===== src/rtl/imm_ext_pkg.sv =====
// Shared types and constants for the immediate-extension datapath.
package imm_ext_pkg;

    typedef enum logic [1:0] {
        IMM_SIGN   = 2'd0,
        IMM_ZERO   = 2'd1,
        IMM_UPPER  = 2'd2,
        IMM_BRANCH = 2'd3
    } imm_mode_t;

    localparam int BRANCH_SHIFT = 2;

endpackage


===== src/rtl/imm_extend_core.sv =====
// Combinational immediate extender: maps (imm, mode) to an OUT_W-bit operand.
module imm_extend_core
    import imm_ext_pkg::*;
#(
    parameter int IN_W  = 16,
    parameter int OUT_W = 32
) (
    input  logic [IN_W-1:0]  imm,
    input  logic [1:0]       mode,
    output logic [OUT_W-1:0] data
);

    logic [OUT_W-1:0] sign_ext;
    logic [OUT_W-1:0] zero_ext;
    logic [OUT_W-1:0] upper_ext;

    // IN_W == OUT_W needs its own branch: a zero-width replication is illegal.
    generate
        if (IN_W < OUT_W) begin : g_pad
            assign sign_ext  = {{(OUT_W-IN_W){imm[IN_W-1]}}, imm};
            assign zero_ext  = {{(OUT_W-IN_W){1'b0}}, imm};
            assign upper_ext = {imm, {(OUT_W-IN_W){1'b0}}};
        end else begin : g_nopad
            assign sign_ext  = imm;
            assign zero_ext  = imm;
            assign upper_ext = imm;
        end
    endgenerate

    always_comb begin
        data = sign_ext;
        case (imm_mode_t'(mode))
            IMM_SIGN:   data = sign_ext;
            IMM_ZERO:   data = zero_ext;
            IMM_UPPER:  data = upper_ext;
            IMM_BRANCH: data = sign_ext << BRANCH_SHIFT;
            default:    data = sign_ext;
        endcase
    end

endmodule


===== src/rtl/imm_extend_pipe.sv =====
// Immediate extender feeding a DEPTH-entry valid/ready FIFO toward the ALU operand mux.
// Optional IMM_EXTEND_BYPASS_EN: an empty FIFO forwards the extended input in the same cycle.
module imm_extend_pipe
    import imm_ext_pkg::*;
#(
    parameter int IN_W  = 16,
    parameter int OUT_W = 32,
    parameter int DEPTH = 2
) (
    input  logic                     clk,
    input  logic                     reset,
    input  logic                     in_valid,
    output logic                     in_ready,
    input  logic [IN_W-1:0]          in_imm,
    input  logic [1:0]               in_mode,
    output logic                     out_valid,
    input  logic                     out_ready,
    output logic [OUT_W-1:0]         out_data,
    output logic [1:0]               out_mode,
    output logic [$clog2(DEPTH):0]   count
);

    localparam int AW = $clog2(DEPTH);
    localparam int CW = AW + 1;

    logic [AW-1:0]    wr_ptr_reg, wr_ptr_next;
    logic [AW-1:0]    rd_ptr_reg, rd_ptr_next;
    logic [CW-1:0]    count_reg, count_next;

    logic [OUT_W-1:0] mem_data [DEPTH];
    logic [1:0]       mem_mode [DEPTH];

    logic [OUT_W-1:0] ext_data;
    logic             fifo_empty;
    logic             fifo_full;
    logic             push;
    logic             pop;

    imm_extend_core #(
        .IN_W  (IN_W),
        .OUT_W (OUT_W)
    ) u_core (
        .imm  (in_imm),
        .mode (in_mode),
        .data (ext_data)
    );

    assign fifo_empty = (count_reg == '0);
    assign fifo_full  = (count_reg == CW'(DEPTH));
    assign in_ready   = !fifo_full && !reset;
    assign pop        = !fifo_empty && out_ready;

`ifdef IMM_EXTEND_BYPASS_EN
    logic bypass;

    // The consumer takes the value directly, so the FIFO is never written.
    assign bypass    = fifo_empty && in_valid && out_ready && !reset;
    assign push      = in_valid && in_ready && !bypass;
    assign out_valid = !fifo_empty || bypass;
    assign out_data  = bypass ? ext_data : mem_data[rd_ptr_reg];
    assign out_mode  = bypass ? in_mode  : mem_mode[rd_ptr_reg];
`else
    assign push      = in_valid && in_ready;
    assign out_valid = !fifo_empty;
    assign out_data  = mem_data[rd_ptr_reg];
    assign out_mode  = mem_mode[rd_ptr_reg];
`endif

    assign count = count_reg;

    // DEPTH is a power of two, so pointer overflow is the modulo wrap.
    always_comb begin
        wr_ptr_next = wr_ptr_reg;
        rd_ptr_next = rd_ptr_reg;
        count_next  = count_reg;
        if (push) begin
            wr_ptr_next = wr_ptr_reg + AW'(1);
        end
        if (pop) begin
            rd_ptr_next = rd_ptr_reg + AW'(1);
        end
        case ({push, pop})
            2'b10:   count_next = count_reg + CW'(1);
            2'b01:   count_next = count_reg - CW'(1);
            default: count_next = count_reg;
        endcase
    end

    always_ff @(posedge clk) begin
        if (reset) begin
            wr_ptr_reg <= '0;
            rd_ptr_reg <= '0;
            count_reg  <= '0;
        end else begin
            wr_ptr_reg <= wr_ptr_next;
            rd_ptr_reg <= rd_ptr_next;
            count_reg  <= count_next;
        end
    end

    // Storage is deliberately left out of reset; only the pointers define validity.
    generate
        for (genvar gi = 0; gi < DEPTH; gi++) begin : g_entry
            always_ff @(posedge clk) begin
                if (push && (wr_ptr_reg == AW'(gi))) begin
                    mem_data[gi] <= ext_data;
                    mem_mode[gi] <= in_mode;
                end
            end
        end
    endgenerate

endmodule

===== config.mk =====
export PLATFORM = sky130hd
export DESIGN_NAME = imm_extend_pipe
export DESIGN_NICKNAME = d
export VERILOG_FILES = /design/src/rtl/imm_ext_pkg.sv /design/src/rtl/imm_extend_core.sv /design/src/rtl/imm_extend_pipe.sv
export SDC_FILE = /design/constraint.sdc
export NUM_CORES = 1
export LEC_CHECK = 0
export ABC_AREA = 0
export CAP_MARGIN = 25
export CORE_UTILIZATION = 35
export DETAILED_ROUTE_END_ITERATION = 7
export PLACE_DENSITY = 0.69
export SLEW_MARGIN = 15
export SYNTH_ARGS = -nofsm -noshare
export SYNTH_HDL_FRONTEND = slang
export SYNTH_SLANG_ARGS = --single-unit

===== constraint.sdc =====
create_clock -name clk -period 5.7 [get_ports clk]
set_clock_uncertainty 0.05 [all_clocks]
set_input_delay 1.14 -clock clk [delete_from_list [all_inputs] [get_ports clk]]
set_output_delay 1.14 -clock clk [all_outputs]
set_load 0.05 [all_outputs]

**Yosys cells after proc, flatten, opt, wreduce, memory -nomap -nowiden**

Memory sizes are Yosys's and may differ from the RTL's. A register that Yosys moved wholly into a read port is not among the register bits.
Cells that the tools add are included.

- Memory bits (writable): 68
- Word-level logic and storage cells: 45
- Memories kept: 2
- Output and inout port bits: 38
- Flip-flop bits (word level): 4

Memory list:

| memory | depth | width | rd ports | clocked after memory_dff | write ports | RTL line | RTL |
|---|---|---|---|---|---|---|---|
| mem_data | 2 | 32 | 1 | 1 | 1 | imm_extend_pipe.sv:30 | `logic [OUT_W-1:0] mem_data [DEPTH];` |
| mem_mode | 2 | 2 | 1 | 1 | 1 | imm_extend_pipe.sv:31 | `logic [1:0] mem_mode [DEPTH];` |

- Reductions and logical operators: 13
- $add $sub $neg: 4
- Mux-type cells: 16
- Bitwise gates (word level): 1
- Eq/ne operators: 6

Operator list:

| operator | number |
|---|---|
| $pmux W32 S4 | 1 |
| $mux W32 | 1 |
| $reduce_or A32 Y1 | 1 |
| $mux W1 | 12 |
| $eq A2 B2 Y1 const B | 4 |
| $logic_and A1 B1 Y1 | 5 |
| $eq A2 B1 Y1 const B | 2 |
| $logic_not A2 Y1 | 2 |
| $pmux W2 S2 | 1 |
| $logic_not A1 Y1 | 3 |
| $add A1 B1 Y1 const B | 2 |
| $add A2 B1 Y2 const B | 1 |
| $mux W2 | 1 |
| $reduce_bool A2 Y1 | 1 |
| $reduce_or A2 Y1 | 1 |
| $sub A2 B1 Y2 const B | 1 |
| $not A1 Y1 | 1 |

**Longest topological paths before layout**

- Word-level depth: 9
- Mapped depth: 6
- Depth with buffers taken out: 6

**Hierarchy**

From an unflattened synthesis, not the netlist that was laid out.

- Cell total of the unflattened synthesis: 192
- Area, all modules: 3183.1 um^2

By module, submodules not included:

| module | cells each | times used | seq. area each (um^2) | area each (um^2) |
|---|---|---|---|---|
| imm_extend_pipe | 132 | 1 | 2142.1 | 2671.3 |
| imm_extend_core | 60 | 1 | 0.0 | 511.7 |

**Worst setup path before layout**

OpenSTA, ideal clock, no wires.

- Path kind: in2reg
- From: input port in_valid
- To: memory mem_data[0][0], enable pin
- Path slack: 2238 ps
- Setup time: 425 ps
- Required time: 5225 ps
- Arrival: 2987 ps
- Path buffers: 0
- Cell stages on the path: 3
- Cells stage by stage: inv_1 or3_1 nor2_1

- Longest elaborated chain between the ends: 6
- Elaborated cells between the ends (all ways): 10
- Those cells by class: 6 x mux; 4 x reduce/logical

RTL lines:

| what | RTL line | RTL |
|---|---|---|
| start: declaration | imm_extend_pipe.sv:12 | `input logic in_valid,` |
| $logic_and A1 B1 Y1 (*) | imm_extend_pipe.sv:63 | `assign push = in_valid && in_ready;` |
| $logic_and A1 B1 Y1 | imm_extend_pipe.sv:105 | `if (push && (wr_ptr_reg == AW'(gi))) begin` |
| $mux W1 | imm_extend_pipe.sv:105 |  |
| $mux W1 (implied by the code) | imm_extend_pipe.sv:106 | `mem_data[gi] <= ext_data;` |
| $reduce_or A32 Y1 (no source line) | - |  |
| $mux W1 (no source line) | - |  |
| end: declaration | imm_extend_pipe.sv:30 |  |

Mark *: on every way between the ends. The rest lies on a longest branch, timed or not.

**Final worst setup path**

- From: input port reset
- To: output port in_ready

- Longest elaborated chain between the ends: 2

RTL lines:

| what | RTL line | RTL |
|---|---|---|
| start: declaration | imm_extend_pipe.sv:11 | `input logic reset,` |
| $logic_not A1 Y1 | imm_extend_pipe.sv:50 | `assign in_ready = !fifo_full && !reset;` |
| $logic_and A1 B1 Y1 | imm_extend_pipe.sv:50 |  |
| end: declaration | imm_extend_pipe.sv:13 | `output logic in_ready,` |

Every way passes these cells.

==> impl_metrics.yaml <==
run_status:
  status: "finished clean"
clock_tree:
  cts_resized: 0
  cts.htree.levels: 3
  cts.sinks: 73
  cts_made_buffers: 9
  cts_setup_buffers: 0
  hold_buffers: 0
  cts_buffer_depth: 2
  clkLatencyLatePin_ns: 0.34
  cts_tree: "done"
  clk_pin_slew_ns: 0.07
  cts-root-buf: "clkbuf_8"
synthesis:
  synthArstFlopShare_pct: 0
  yosys.area.top_type: "edfxtp_1"
  syn_nets: 231
  synth_edf_count: 68
  seq_area_frac_synth_pct: 69.0
  synth_cell_type_count: 23
  synth_area_leaders: "edfxtp_1 (66%), mux2_2 (12%), a22o_1 (3.7%), nor2b_1 (3.4%), dfxtp_1 (3.2%)"
  ys_warn_count: 0
  syn_area_per_cell_sq_um: 14.9
  syn_area_sq_um: 3100
  synth_commonest_cells: "edfxtp_1 (68), mux2_2 (34), o21ai_0 (18)"
  synth.most_common_cell: "edfxtp_1"
  synth_top_area_share_pct: 65.8
  ys_seq_elements: 73
  netlist_instances: 208
  ys.flop_type: "edfxtp_1"
floorplan:
  die_x_um: 96.2
  fp-row-count: 33
  die_area_sq_um: 9250
  die_h_um: 96.2
  initial_core_util_pct: 37.0
  core_area_sq_um: 8380
  boundaryPins: 60
final_layout:
  largest_reg_flops: 64
  areaGrowthSynthToFinish_pct: 27.2
  num_antenna_cells: 0
  drive_above_1_share_pct: 19.0
  fin_nets: 292
critical_path:
  cp_num_buf_inv: 2
  crit_slowest_cell: "clkdlybuf4s50_1"
  crit_chain: "clkdlybuf4s50_1 > nor2_1 > clkdlybuf4s50_1"
  path_max_fanout: 7
  critPathMostFrequentCell: "clkdlybuf4s50_1"
  cpPeakStageDelay_ns: 0.81
  critical_path_arrival_ns: 2.65
  start_kind: "input pin"
  end_kind: "output port"
  path_delay_family: "buffers and inverters"
  worstSetupPathType: "in -> out"
  worstPathRequired_ns: 4.51
timing:
  rsz0062_at_grt: "no"
  timing.fmax_mhz: 261
  hold_viol_final: 0
  fin_tns_setup_ns: 0
  setup_slack_ns: 1.86
  setup_viol: 0
  maxSlewViolCount: 0
  slew-limit-headroom_pct: 49.2
  finalCritPeriodShare_pct: 67.3
  fin_crit_ns: 3.84
  tightestPinTransition_ns: 0.761
placement:
  gp_congestion: 0.809
  io_buffers: 59
  place_ws_ns: 1.85
  hpwl_um: 3980
pwr:
  ir_drop_v: 0.000188
  p_per_area_nw_per_um2: 419
  power_leakage_nw: 1.39
  power_w: 0.00165
global_routing:
  grt_most_used_layer: "met2"
  track_usage_pct: 14.4
  grt_pass1_vias: 1898
  met2_usage_pct: 22.6
  grt.overflow.total: 0
  grt_pass1_wl_um: 9400
  grt_max_degree: 35
  antenna_found_initial: 0
  grtUsageMet3_pct: 3.48
  grt_use_met1_pct: 18.5
routing:
  first_pass_iters: 4
  drtIter0Drc: 98
  totalWireLength_um: 5990
  wire_per_inst_um: 15.8
  post_drt_via_cell_ratio: 4.92
  ant_nets: 0
  vias: 1865
  drc_errors: 0
worst_hold_path:
  hp-class: "reg -> reg"
flow_run:
  maxCapViolCount: 0
-- cell usage in the layout, fill, tap and decap left out --
| master | n |
|---|---|
| a21oi_1 | 2 |
| buf_4 | 3 |
| mux2i_1 | 1 |
| nor2_2 | 1 |
| o21ai_0 | 18 |
| xor2_1 | 1 |
| and2_1 | 2 |
| mux2_2 | 34 |
| ha_1 | 1 |
| or2_2 | 1 |
| nand3_1 | 1 |
| a21boi_0 | 1 |
| xnor2_1 | 2 |
| edfxtp_1 | 68 |
| clkbuf_8 | 9 |
| or3_1 | 3 |
| nand2_1 | 15 |
| nor2b_1 | 17 |
| clkinv_2 | 4 |
| clkdlybuf4s50_1 | 59 |
| clkbuf_1 | 3 |
| dfxtp_1 | 5 |
| inv_1 | 3 |
| a22o_1 | 13 |
| nor2_1 | 5 |
| and3_1 | 1 |
| o21a_1 | 1 |
-- logic make-up after synthesis --
family          Yosys count  share of synthesized area (%)
buf+inv                  15                           2.18
compound gates           35                           7.38
flops                    73                           69.0
simple gates             46                           7.54
mux                      35                           12.7
xor+xnor                  3                          0.847
fa+ha+maj                 1                          0.403
-- path summary, 6_finish.rpt --
path / depth (start not counted) / slack (ns) / start / to
setup reg to reg: 5 / 3.83 / count[0] / count[1]
setup / recovery: 3 / 1.86 / reset / in_ready
hold reg to reg: 2 / 0.47 / wr_ptr_reg / wr_ptr_reg
hold / removal: 2 / 0.47 / wr_ptr_reg / wr_ptr_reg
-- metrics by stage --
| stage | instances | hold WS [ns] | util [%] | area (sq um) |
|---|---|---|---|---|
| after floorplan | 208 | 0.411 | - | 3100 |
| after global placement | 363 | 0.444 | 45.3 | 3790 |
| after detailed placement | 363 | 0.462 | 45.3 | 3790 |
| after CTS | 379 | 0.473 | 47.1 | 3950 |
| after global routing | 379 | 0.512 | 47.1 | 3950 |
| final | 379 | 0.469 | 47.1 | 3950 |
-- routing by layer --
metal / up-vias / routed length (um)
li1: 900 / -
met1: 898 / 2800
met2: 59 / 2760
met3: 8 / 334
met4: 0 / 101
met5: - / 0
-- power breakdown --
group / internal, W / switching [W] / leakage (nW) / total, W
logic: 0.000245 / 0.000401 / 0.628 / 0.000647
clock network: 0.000155 / 0.000178 / 0.0839 / 0.000333
registers: 0.000641 / 0.0000327 / 0.674 / 0.000674
-- final cells by class --
type	count	area, sq um
inverter	3	11.3
multi-input combinational	120	897
tap	105	131
clock inverter	4	20.0
timing repair buffer	62	613
clock buffer	12	135
fill	763	4430
sequential	73	2140
-- tightest hold or removal path, stage by stage (launching register included) --
cell     delay, ns
dfxtp_1       0.34
o21ai_0       0.08
a21oi_1       0.06
No activity file was read; power rests on OpenSTA's default activity.
==> RTL change: new RTL, same flow settings <==
Add a define of `IMM_EXTEND_BYPASS_EN`.
--- a/src/rtl/imm_extend_pipe.sv
+++ b/src/rtl/imm_extend_pipe.sv
@@ -1,4 +1,6 @@
 // Immediate extender feeding a DEPTH-entry valid/ready FIFO toward the ALU operand mux.
 // Optional IMM_EXTEND_BYPASS_EN: an empty FIFO forwards the extended input in the same cycle.
+`define IMM_EXTEND_BYPASS_EN
+
 module imm_extend_pipe
     import imm_ext_pkg::*;
Behaviour: not the same (Yosys sat finds a counterexample within 4 cycles, from zero or initial values and one cycle with reset high).
==> RTL change against the original RTL <==
Global-route usage is 0.46 points higher; non-clock buffer count rose by 2; die area grew 16%; sequential share of layout area fell by 6.1 points; largest power group is now combinational logic; critical path depth up 2; largest cell class unchanged; power rose by 8.9%; wire length up 25%; final area up 13%; setup slack worse by 1.2 ns; sequential cell count did not move; count of clock-buffer cells in the layout unchanged; synthesized area grew 16%.
==> RTL change: results (changes against the original RTL) <==
Parameter                              Value

Placement
  Cell Count Post-Placement ... 416 (+15%)
  DP Area ... 4300 um^2 (+13%)
  DP Wirelength ... 5010 um (+26%)
  Setup slack at placement ... 0.747 ns (-1.11 ns)
  Routability congestion estimate from global placement ... 0.709 (-12%)

Route
  Number of vias per cell after detailed routing ... 4.87 (-1.1%)
  Total wirelength of the detailed-routed design ... 7500 um (+25%)
  Routed metal-1 wirelength ... 3560 um (+27%)
  WL met2 ... 3420 um (+24%)
  Met3 Wirelength ... 440 um (+32%)
  Count of routing violations after the opening detailed-route iteration ... 93 (-5.1%)

Synthesis
  Synth Area in Adders ... 0.347% (-0.057 points)
  Unique cell type count in the Yosys netlist ... 29 (+26%)
  Share of cell area taken by muxes after synthesis ... 25.3% (+13 points)
  Syn Nets ... 258 (+12%)
  Sequential share of the synthesized area ... 59.3% (-9.7 points)
  Most frequent cells after synthesis ... sky130_fd_sc_hd__edfxtp_1 (68), sky130_fd_sc_hd__mux2_2 (62), sky130_fd_sc_hd__mux2i_1 (17)
  Post-Synth XOR/XNOR Area ... 0.728% (-0.12 points)
  Mean instance size in the synthesized netlist ... 15.4 um^2 (+3.0%)
  Leading post-synthesis cells by cell area ... sky130_fd_sc_hd__edfxtp_1 (57%), sky130_fd_sc_hd__mux2_2 (19%), sky130_fd_sc_hd__mux2i_1 (4.7%), sky130_fd_sc_hd__o21bai_1 (3.3%), sky130_fd_sc_hd__a22o_1 (3.2%)

Timing
  Final critical path time including I/O delays and setup ... 4.99 ns (+1.15 ns)
  Slew HR ... 34.3% (-15 points)
  Hold slack ... 0.457 ns (-0.0121 ns)

Critical path
  Capturing point of the worst reg2reg path ... mem_data[1][15]
  R2r worst-path depth ... 4 (-1)
  Reg2reg setup slack ... 3.37 ns (-0.46 ns)
  Crit Path Max Fanout ... 30 (+23)
  Launching instance or port of the critical path ... in_mode[1]
  CP endpoint ... out_data[31]
  Arrival time of the worst setup path ... 3.80 ns (+1.15 ns)

Final layout
  Final non-filler cell total ... 432 (+14%)
  Final Net Count ... 317 (+8.6%)
  Fraction of final layout cells sized beyond drive strength 1 ... 28.4% (+9.4 points)

Power and ir drop
  Max IR drop VDD ... 237 uV (+27%)
  Leakage component of the power ... 1.55 nW (+12%)

Status
  Outcome ... finished, final reports clean

Global routing
  Largest net degree at the start of global routing ... 36 (+2.9%)
  GRT met1 Usage ... 19.4% (+0.94 points)
  Global-route met3 utilization ... 4.53% (+1.1 points)
  First-pass GRT wire length ... 12100 um (+29%)
  Via count of the first global-routing pass ... 2215 (+17%)
  Global routing met2 resource utilization ... 23.4% (+0.87 points)
  Tot GR Track Use ... 14.9% (+0.46 points)
  Initial antenna violation count ... 0 (unchanged)

Worst hold path
  Min-Delay Path Class ... register to register
  Hold Path Origin ... rd_ptr_reg

Clocking
  Number of gates given a new drive strength after cts ... 0 (unchanged)
==> RTL change: cell type report <==
class,instances,area [um^2]
inverter,6,22.5
timing repair buffer,64,628
sequential,73,2140
fill,874,5410
tap,133,166
multi-input combinational,140,1340
clock inverter,4,20.0
clock buffer,12,135
==> RTL change: report_power, final <==
group,switching (W),internal [W]
Sequential,0.0000170,0.000634
Clock,0.000181,0.000155
Combinational,0.000497,0.000317
==> RTL change: critical path, cell delays in order <==
cell	delay, ns
sky130_fd_sc_hd__clkdlybuf4s50_1	0.55
sky130_fd_sc_hd__inv_1	0.69
sky130_fd_sc_hd__a21boi_0	0.34
sky130_fd_sc_hd__mux2_2	0.35
sky130_fd_sc_hd__clkdlybuf4s50_1	0.71
==> RTL change: cell families after synthesis <==
logic type      Yosys count
mux                      83
flops                    73
compound gates           37
buf+inv                  22
simple gates             16
xor+xnor                  3
fa+ha+maj                 1
